**config.mk**
```make
export PLATFORM = sky130hd
export DESIGN_NAME = decode_stage_flat
export DESIGN_NICKNAME = d
export VERILOG_FILES = /design/src/rtl/decode_stage_if.sv /design/src/rtl/decode_stage.sv /design/src/flat_wrapper.sv
export SDC_FILE = /design/constraint.sdc
export NUM_CORES = 1
export LEC_CHECK = 0
export CORE_MARGIN = 2
export CORE_UTILIZATION = 40
export DETAILED_ROUTE_END_ITERATION = 10
export GPL_TIMING_DRIVEN = 1
export PLACE_DENSITY = 0.81
export SETUP_SLACK_MARGIN = 0.3
export SLEW_MARGIN = 30
export SYNTH_ARGS = -nofsm -noshare
export SYNTH_HDL_FRONTEND = slang
export SYNTH_SLANG_ARGS = --single-unit
```
**constraint.sdc**
```tcl
create_clock -name clk -period 3 [get_ports clk]
set_clock_uncertainty 0.05 [all_clocks]
set_input_delay 0.45 -clock clk [delete_from_list [all_inputs] [get_ports clk]]
set_output_delay 0.45 -clock clk [all_outputs]
set_load 0.01 [all_outputs]
```
**src/rtl/decode_stage_if.sv**
```systemverilog
// rtl/decode_stage_if.sv - decode stage bus: fetch input, execute output, regfile read, load writeback
//
// Groups every decode-stage signal except clk/nreset.
//   slave  : the decode stage itself
//   master : the surrounding pipeline (fetch, execute, regfile, writeback)
interface decode_stage_if #(
    parameter int BIT_WIDTH    = 32,
    parameter int REG_COUNT_L2 = 4
);
    logic                    flush;
    logic                    in_valid;
    logic                    in_ready;
    logic [BIT_WIDTH-1:0]    in_inst;
    logic [BIT_WIDTH-1:0]    in_pc;
    logic                    out_valid;
    logic                    out_ready;
    logic [BIT_WIDTH-1:0]    out_inst;
    logic [BIT_WIDTH-1:0]    out_Rn_value;
    logic [BIT_WIDTH-1:0]    out_Rd_Rm_value;
    logic                    out_stall;
    logic [REG_COUNT_L2-1:0] rf_read_addr1;
    logic [REG_COUNT_L2-1:0] rf_read_addr2;
    logic [BIT_WIDTH-1:0]    rf_read_value1;
    logic [BIT_WIDTH-1:0]    rf_read_value2;
    logic                    wb_valid;
    logic [REG_COUNT_L2-1:0] wb_addr;
    logic [BIT_WIDTH-1:0]    wb_value;

    modport slave (
        input  flush, in_valid, in_inst, in_pc, out_ready,
               rf_read_value1, rf_read_value2, wb_valid, wb_addr, wb_value,
        output in_ready, out_valid, out_inst, out_Rn_value, out_Rd_Rm_value,
               out_stall, rf_read_addr1, rf_read_addr2
    );

    modport master (
        output flush, in_valid, in_inst, in_pc, out_ready,
               rf_read_value1, rf_read_value2, wb_valid, wb_addr, wb_value,
        input  in_ready, out_valid, out_inst, out_Rn_value, out_Rd_Rm_value,
               out_stall, rf_read_addr1, rf_read_addr2
    );
endinterface

```
**src/rtl/decode_stage.sv**
```systemverilog
// rtl/decode_stage.sv - single-entry decode stage with operand read and load-use hazard detection
//
// Ports:
//   clk     : clock
//   nreset  : synchronous, active-high reset
//   bus     : decode_stage_if.slave (fetch in_*, execute out_*, regfile rf_*, load writeback wb_*, flush)
// Optional feature: define DECODE_STAGE_FORWARD_EN to forward wb_value into a held
// operand in the writeback cycle instead of waiting for the regfile update.
module decode_stage #(
    parameter int BIT_WIDTH    = 32,
    parameter int REG_COUNT_L2 = 4,
    parameter int PC_INDEX     = 15
) (
    input  logic          clk,
    input  logic          nreset,
    decode_stage_if.slave bus
);
    localparam int AW   = REG_COUNT_L2;
    localparam int NREG = 1 << AW;
    localparam logic [AW-1:0] PC_ADDR = AW'(PC_INDEX);

    typedef enum logic [1:0] {EMPTY = 2'd0, HELD = 2'd1, HAZARD = 2'd2} state_t;

    // state_q records occupancy only (EMPTY/HELD); HAZARD is resolved every cycle
    // from the bitmap and the live writeback so a forwarded operand can issue at once.
    state_t               state_q, state_d, cur_state;
    logic [BIT_WIDTH-1:0] inst_q, pc_q;
    logic [NREG-1:0]      pend_q, pend_d;

    logic          occupied, is_data, is_mem, is_ldr, is_str;
    logic          src1_used, src2_used, rm_pc12;
    logic [AW-1:0] src1, src2, rd;
    logic          wb_hit1, wb_hit2, haz1, haz2;
    logic          accept, issue;
    logic [BIT_WIDTH-1:0] op1, op2;

    always_comb begin
        occupied  = (state_q != EMPTY);
        is_data   = (inst_q[27:26] == 2'b00);
        is_mem    = (inst_q[27:26] == 2'b01);
        is_ldr    = is_mem && inst_q[20];
        is_str    = is_mem && !inst_q[20];
        rd        = inst_q[12 +: AW];
        src1      = inst_q[16 +: AW];
        src2      = is_str ? rd : inst_q[0 +: AW];
        src1_used = is_data || is_mem;
        src2_used = (is_data && !inst_q[25]) || (is_ldr && inst_q[25]) || is_str;
        // Data-processing reads of pc through Rm see one extra word of prefetch.
        rm_pc12   = is_data && (src2 == PC_ADDR);

        wb_hit1 = bus.wb_valid && (bus.wb_addr == src1);
        wb_hit2 = bus.wb_valid && (bus.wb_addr == src2);
`ifdef DECODE_STAGE_FORWARD_EN
        haz1 = src1_used && pend_q[src1] && !wb_hit1;
        haz2 = src2_used && pend_q[src2] && !wb_hit2;
`else
        haz1 = src1_used && (pend_q[src1] || wb_hit1);
        haz2 = src2_used && (pend_q[src2] || wb_hit2);
`endif

        if (!occupied)
            cur_state = EMPTY;
        else if (haz1 || haz2)
            cur_state = HAZARD;
        else
            cur_state = HELD;

        if (src1 == PC_ADDR)
            op1 = pc_q + BIT_WIDTH'(8);
`ifdef DECODE_STAGE_FORWARD_EN
        else if (wb_hit1)
            op1 = bus.wb_value;
`endif
        else
            op1 = bus.rf_read_value1;

        if (rm_pc12)
            op2 = pc_q + BIT_WIDTH'(12);
        else if (src2 == PC_ADDR)
            op2 = pc_q + BIT_WIDTH'(8);
`ifdef DECODE_STAGE_FORWARD_EN
        else if (wb_hit2)
            op2 = bus.wb_value;
`endif
        else
            op2 = bus.rf_read_value2;
    end

`ifndef DECODE_STAGE_FORWARD_EN
    logic unused_wb_value;
    assign unused_wb_value = ^bus.wb_value;
`endif

    assign bus.out_valid       = (cur_state == HELD);
    assign bus.out_stall       = (cur_state == HAZARD);
    assign bus.in_ready        = !nreset && !bus.flush && (!occupied || (bus.out_valid && bus.out_ready));
    assign bus.out_inst        = inst_q;
    // Unused operand ports and read addresses are forced to 0 so idle values are deterministic.
    assign bus.out_Rn_value    = (occupied && src1_used) ? op1 : '0;
    assign bus.out_Rd_Rm_value = (occupied && src2_used) ? op2 : '0;
    assign bus.rf_read_addr1   = (occupied && src1_used) ? src1 : '0;
    assign bus.rf_read_addr2   = (occupied && src2_used) ? src2 : '0;

    assign accept = bus.in_valid && bus.in_ready;
    assign issue  = bus.out_valid && bus.out_ready;

    always_comb begin
        state_d = state_q;
        if (bus.flush)
            state_d = EMPTY;
        else if (accept)
            state_d = HELD;
        else if (issue)
            state_d = EMPTY;

        // Set is applied after clear so a same-cycle set on the same register wins.
        pend_d = pend_q;
        if (bus.wb_valid)
            pend_d[bus.wb_addr] = 1'b0;
        if (issue && is_ldr)
            pend_d[rd] = 1'b1;
    end

    always_ff @(posedge clk) begin
        if (nreset) begin
            state_q <= EMPTY;
            inst_q  <= '0;
            pc_q    <= '0;
            pend_q  <= '0;
        end else begin
            state_q <= state_d;
            pend_q  <= pend_d;
            if (accept) begin
                inst_q <= bus.in_inst;
                pc_q   <= bus.in_pc;
            end
        end
    end
endmodule

```
**src/flat_wrapper.sv**
```systemverilog
// flat-port wrapper written by rule: the top's interface ports become plain ports
module decode_stage_flat 
#(
    parameter int BIT_WIDTH    = 32,
    parameter int REG_COUNT_L2 = 4,
    parameter int PC_INDEX     = 15
)
  (clk, nreset, bus_flush, bus_in_valid, bus_in_inst, bus_in_pc, bus_out_ready, bus_rf_read_value1, bus_rf_read_value2, bus_wb_valid, bus_wb_addr, bus_wb_value, bus_in_ready, bus_out_valid, bus_out_inst, bus_out_Rn_value, bus_out_Rd_Rm_value, bus_out_stall, bus_rf_read_addr1, bus_rf_read_addr2);
  decode_stage_if #(.BIT_WIDTH(BIT_WIDTH), .REG_COUNT_L2(REG_COUNT_L2)) bus_i ();
  input  logic clk;
  input  logic nreset;
  input wire logic [$bits(bus_i.flush)-1:0] bus_flush;
  input wire logic [$bits(bus_i.in_valid)-1:0] bus_in_valid;
  input wire logic [$bits(bus_i.in_inst)-1:0] bus_in_inst;
  input wire logic [$bits(bus_i.in_pc)-1:0] bus_in_pc;
  input wire logic [$bits(bus_i.out_ready)-1:0] bus_out_ready;
  input wire logic [$bits(bus_i.rf_read_value1)-1:0] bus_rf_read_value1;
  input wire logic [$bits(bus_i.rf_read_value2)-1:0] bus_rf_read_value2;
  input wire logic [$bits(bus_i.wb_valid)-1:0] bus_wb_valid;
  input wire logic [$bits(bus_i.wb_addr)-1:0] bus_wb_addr;
  input wire logic [$bits(bus_i.wb_value)-1:0] bus_wb_value;
  output wire logic [$bits(bus_i.in_ready)-1:0] bus_in_ready;
  output wire logic [$bits(bus_i.out_valid)-1:0] bus_out_valid;
  output wire logic [$bits(bus_i.out_inst)-1:0] bus_out_inst;
  output wire logic [$bits(bus_i.out_Rn_value)-1:0] bus_out_Rn_value;
  output wire logic [$bits(bus_i.out_Rd_Rm_value)-1:0] bus_out_Rd_Rm_value;
  output wire logic [$bits(bus_i.out_stall)-1:0] bus_out_stall;
  output wire logic [$bits(bus_i.rf_read_addr1)-1:0] bus_rf_read_addr1;
  output wire logic [$bits(bus_i.rf_read_addr2)-1:0] bus_rf_read_addr2;
  assign bus_i.flush = bus_flush;
  assign bus_i.in_valid = bus_in_valid;
  assign bus_i.in_inst = bus_in_inst;
  assign bus_i.in_pc = bus_in_pc;
  assign bus_i.out_ready = bus_out_ready;
  assign bus_i.rf_read_value1 = bus_rf_read_value1;
  assign bus_i.rf_read_value2 = bus_rf_read_value2;
  assign bus_i.wb_valid = bus_wb_valid;
  assign bus_i.wb_addr = bus_wb_addr;
  assign bus_i.wb_value = bus_wb_value;
  assign bus_in_ready = bus_i.in_ready;
  assign bus_out_valid = bus_i.out_valid;
  assign bus_out_inst = bus_i.out_inst;
  assign bus_out_Rn_value = bus_i.out_Rn_value;
  assign bus_out_Rd_Rm_value = bus_i.out_Rd_Rm_value;
  assign bus_out_stall = bus_i.out_stall;
  assign bus_rf_read_addr1 = bus_i.rf_read_addr1;
  assign bus_rf_read_addr2 = bus_i.rf_read_addr2;
  decode_stage #(.BIT_WIDTH(BIT_WIDTH), .REG_COUNT_L2(REG_COUNT_L2), .PC_INDEX(PC_INDEX)) u_core (.clk(clk), .nreset(nreset), .bus(bus_i));
endmodule
```
; Word level (Yosys, flattened, before mapping)
; Index checks and enable logic that the tools add are counted.
[word_totals]
reg_bits = 81
out_inout_bits = 107
word_cells = 77
[op_classes]
add_sub_neg = 2
magnitude_cmp = 6
eq_ne = 7
reduce_logical = 33
bitwise_logic = 3
muxes = 22
[ops]
columns = op, count
row1 = $mux 32, 5
row2 = $add 32x4->32 const B, 2
row3 = $mux 16, 2
row4 = $lt 4x5->1 const B, 4
row5 = $logic_and 1x1->1, 18
row6 = $and 16x16->16, 1
row7 = $not 16->16, 1
row8 = $or 16x16->16, 1
row9 = $mux 4, 3
row10 = $bmux 1 s4, 2
row11 = $demux 1 s4, 2
row12 = $eq 4x4->1, 2
row13 = $eq 4x4->1 const B, 2
row14 = $ge 4x1->1 const B, 2
row15 = $logic_or 1x1->1, 7
row16 = $mux 1, 6
row17 = $logic_not 1->1, 5
row18 = $eq 2x1->1 const B, 2
row19 = $mux 2, 2
row20 = $eq 2x2->1 const B, 1
row21 = $logic_not 2->1, 1
row22 = $reduce_bool 2->1, 1
row23 = $reduce_or 2->1, 1

; Logic depth before layout (Yosys ltp)
[logic_depth]
depth_word = 16
mapped_depth = 10

; Worst setup path after synthesis
; Ideal clock, no wire load.
[synth_path]
path_kind = register to output
from = register u_core.pc_q[5]
to = output bus_out_Rd_Rm_value[30]
path_stages_with_launch = 10
slack_ns = 0.145
path_buffers = 2
arrival_time_ns = 2.355
cell_sequence = dfxtp_1 > clkbuf_1 > and4_1 > clkbuf_1 > o2111ai_1 > or2_2 > nor2_1 > nand4_1 > xor2_1 > a211oi_1
[synth_between]
elab_chain_len = 4
word_cells_on_any_way = 5
[synth_rtl]
columns = item, line_no
row1 = "start, declared", decode_stage.sv:27  ; logic [BIT_WIDTH-1:0] inst_q, pc_q;
row2 = "start signal, assigned", decode_stage.sv:135  ; pc_q <= bus.in_pc;
row3 = $add 32x4->32, decode_stage.sv:80  ; op2 = pc_q + BIT_WIDTH'(8);
row4 = $mux 32, decode_stage.sv:79  ; else if (src2 == PC_ADDR)
row5 = $mux 32 (*), decode_stage.sv:77  ; if (rm_pc12)
row6 = $mux 32 (*), decode_stage.sv:100  ; assign bus.out_Rd_Rm_value = (occupied && src2_used) ? op2 : '0;
row7 = "end, declared", flat_wrapper.sv:26  ; output wire logic [$bits(bus_i.out_Rd_Rm_value)-1:0] bus_out_Rd_Rm_value;
; Mark *: on every way between the ends. The rest lies on a longest branch, timed or not.

; Final worst setup path
[layout_path]
from = register u_core.inst_q[20], in the netlist u_core.bus.out_inst[20]
to = register u_core.pc_q[19]
[layout_between]
elab_chain_len = 15
word_cells_on_any_way = 21
[layout_rtl]
columns = item, line_no
row1 = "start, declared", decode_stage.sv:27
row2 = "start signal, assigned", decode_stage.sv:134  ; inst_q <= bus.in_inst;
row3 = $logic_not 1->1, decode_stage.sv:42  ; is_str = is_mem && !inst_q[20];
row4 = $logic_and 1x1->1, decode_stage.sv:42
row5 = $mux 4, decode_stage.sv:45  ; src2 = is_str ? rd : inst_q[0 +: AW];
row6 = $bmux 1 s4 / $eq 4x4->1 (equally long branches), "decode_stage.sv:58, decode_stage.sv:52"
row7 = $mux 1 (not written as such) / $logic_and 1x1->1 (equally long branches), "decode_stage.sv:58, decode_stage.sv:52"
row8 = $logic_or 1x1->1, decode_stage.sv:58  ; haz2 = src2_used && (pend_q[src2] || wb_hit2);
row9 = $logic_and 1x1->1 (*), decode_stage.sv:58
row10 = $logic_or 1x1->1 (*), decode_stage.sv:63  ; else if (haz1 || haz2)
row11 = $mux 2 (*), decode_stage.sv:63
row12 = $mux 2 (*), decode_stage.sv:61  ; if (!occupied)
row13 = $eq 2x1->1 (*), decode_stage.sv:94  ; assign bus.out_valid = (cur_state == HELD);
row14 = $logic_and 1x1->1 (*), decode_stage.sv:96  ; assign bus.in_ready = !nreset && !bus.flush && (!occupied || (bus.out_valid && bus.out_ready));
row15 = $logic_or 1x1->1 (*), decode_stage.sv:96
row16 = $logic_and 1x1->1 (*), decode_stage.sv:96
row17 = $logic_and 1x1->1 (*), decode_stage.sv:104  ; assign accept = bus.in_valid && bus.in_ready;
; Mark *: on every way between the ends. The rest lies on a longest branch, timed or not. The select of a mux whose other input is x is not followed.
; A chain may end at the register's enable or synchronous reset.

==> qor.yml <==
synth:
  synthArstFlopShare_pct: 0
  synth.distinct_cells: 53
  yosysWarningCount: 0
  ys_ff_latch: 81
  synth_area_leader_cell: "dfxtp_1"
  synth-seq-area-share_pct: 25.7
  syn_inst: 732
  synth_top_area_share_pct: 25.7
  synth-main-ff-cell: "dfxtp_1"
  post_synth.cell_area_avg_um2: 8.61
  syn-num-nets: 905
  synth_edf_count: 0
  netlist_area_um2: 6300
  synthTopCellsByArea: "dfxtp_1 26%, mux2_4 15%, nor2b_1 6.5%"
timing:
  setup_viol: 36
  period_share_pct: 101
  clock.fmax_ghz: 0.329
  fin_crit_ps: 3040
  rsz0062_at_grt: "yes"
  setup_ws_ps: -36.0
  drv_slew: 0
  hold_viol_final: 0
  slew-limit-headroom_pct: 58.4
  fin_setup_tns_ps: -773
  worst-slew-pin-transition_ps: 623
floorplanning:
  floorplan.initialDensity_pct: 41.2
  die_width_um: 130
  dieArea_um2: 16800
  coreArea_um2: 15300
  ios: 277
  row_count: 45
  dieHeight_um: 130
placement:
  hpwlAfterDp_um: 17200
  portBuffers: 244
  postPlaceCellArea_um2: 9610
  globalplace.congestion: 0.971
  dp_slack_ps: -194
clock_network:
  clk_pin_slew_worst_paths_ps: 70
  cts_max_level: 3
  clk_path_buf_depth: 2
  clock-sinks: 81
  cts_tree: "yes"
  hold_buffers: 0
  clk_latency_ps: 350
  root_buffer: "clkbuf_16"
  cts_buffers: 9
route:
  drt_iter0_drc: 744
  wl_per_cell_um: 21.8
  firstDrtPassIters: 5
  drt_wl_total_um: 28600
  viasPerCell: 5.77
  vias: 7565
  drcViolationCount: 0
  ant_nets: 0
final_layout:
  multiInputGateArea_um2: 5100
  drive_gt1_share_pct: 43.4
  fillers: 1030
  regArea_um2: 1680
  final_nets: 1269
  num_antenna_cells: 0
  synthToLayoutAreaGrowth_pct: 80.7
  design_area_um2: 11400
power_and_ir_drop:
  finalPower_uw: 3280
  p_per_area_nw_per_um2: 288
  ir_drop_v: 0.000352
  p_leak_uw: 0.00483
global_routing:
  grt_pass1_wl_um: 39200
  overflow: 0
  track_usage_pct: 29.9
  grt_max_degree: 45
  antenna_found_initial: 0
  grt_pass1_vias: 7181
run_status:
  violations: "negative setup slack"
  status: "finished with violations"
setup_path:
  arrival_ps: 3220
  cp_max_fo: 6
  required_ps: 3180
  r2r_slack_ps: -40
  worst-setup-path-type: "flop to flop"
  worst_setup_path_start_kind: "flop"
  crit_path_end_kind: "flop"
worst_hold_path:
  hp-class: "flop to flop"
job:
  drv_cap: 0
-- metrics by stage --
stage / hold WS, ps / std cells / util [%]
3_5_place_dp: 450 / 1223 / 62.7
6_report: 481 / 1312 / 74.4
2_1_floorplan: 411 / 732 / -
3_3_place_gp: 445 / 1223 / 62.7
4_1_cts: 460 / 1289 / 70.2
5_1_grt: 484 / 1312 / 74.4
-- cell usage in the layout (no fill, tap or decap), types with 5 or more instances in the layout --
cell / count
o21ai_0: 9
buf_4: 118
nand3_2: 5
dfxtp_2: 20
buf_8: 5
nand2_1: 32
inv_1: 6
clkbuf_16: 13
clkdlybuf4s50_1: 172
nor2_1: 67
buf_2: 51
o211ai_1: 13
nand2b_1: 7
nor2_2: 17
mux2i_1: 15
dlygate4sd2_1: 14
nand4_1: 11
nor3_4: 6
buf_16: 8
xor2_1: 30
a211oi_2: 33
nand3b_1: 8
o41ai_1: 8
nor2b_1: 65
a211oi_1: 20
dfxtp_1: 53
xnor2_1: 25
a21oi_1: 13
mux2_4: 66
or2_4: 5
nand3_1: 13
nor2_4: 12
buf_6: 32
dfxtp_4: 8
buf_12: 11
or4_1: 5
-- power by group --
| part | internal [uW] | switching [uW] | total, uW |
|---|---|---|---|
| sequential | 1130 | 73.8 | 1200 |
| combinational | 557 | 411 | 968 |
| clock | 603 | 506 | 1110 |
-- area by class of cell --
class                      instances  share of cell area, %
clock buffer                      10                   2.10
clock inverter                     6                  0.494
inverter                           8                  0.264
multi-input combinational        575                   44.8
sequential                        81                   14.7
tap                              211                   2.32
timing repair buffer             421                   35.3
-- per-layer routing --
| layer | global-route usage, % | vias to the layer above | share of wire [%] |
|---|---|---|---|
| met5 | 0 | - | 0 |
| met4 | 13.6 | 0 | 5.2 |
| met3 | 6.44 | 133 | 10 |
| met2 | 50.3 | 517 | 47 |
| met1 | 36.7 | 3575 | 37 |
| li1 | - | 3340 | - |
-- cells in the mapped netlist, types with 5 or more instances --
master / count
or4_1: 5
o211ai_1: 13
nand2_1: 36
and2_1: 5
and3_1: 7
or2_2: 6
clkbuf_1: 53
inv_1: 8
nand4_1: 11
dfxtp_1: 81
a21oi_1: 15
xnor2_1: 28
mux2_2: 6
nand3_1: 21
mux2_4: 61
nand3b_1: 8
nand2b_1: 8
xor2_1: 32
nor2b_1: 65
buf_6: 8
nor2_1: 96
nor3_1: 14
o41ai_1: 12
a211oi_1: 53
mux2i_1: 17
o21ai_0: 12
-- cell families (layout without fill, tap and decap cells) --
family	count (synthesis)	count (layout)	synth area share, %
mux	90	90	20.7
simple gates	296	296	24.2
fa+ha+maj	3	3	0.596
compound gates	126	126	14.8
flops	81	81	25.7
xor+xnor	60	60	8.34
buf+inv	76	445	5.60
-- flip-flops by register name, summed over array words and instances, names as in the netlist --
| signal | count |
|---|---|
| u_core.pc_q | 32 |
| u_core.pend_q | 16 |
| u_core.bus.out_inst | 32 |
| u_core.state_q | 1 |
-- worst paths after layout --
kind,end,cells after the start,start
max,u_core.pc_q[19],14,u_core.bus.out_inst[20]
min,u_core.pend_q[12],2,u_core.pend_q[12]
max reg2reg,u_core.pc_q[19],14,u_core.bus.out_inst[20]
min reg2reg,u_core.pend_q[12],2,u_core.pend_q[12]
-- critical path, stage by stage, from the launching register on --
cell       delay, ps
dfxtp_4          370
nor3b_4          240
buf_4            160
buf_4            120
mux2i_4          230
a221oi_2          60
o22ai_2          280
a31oi_4          130
buf_6            140
buf_6            100
buf_6            100
o2111ai_4        270
buf_6            200
clkbuf_16        170
mux2_4           290
-- timing repair --
action	in CTS	in global routing
pin swaps	42	58
setup endpoints to repair	133	132
setup buffers	42	19
gates cloned	8	4
gates resized for setup	377	115
Power figures use the tool's default switching activity.
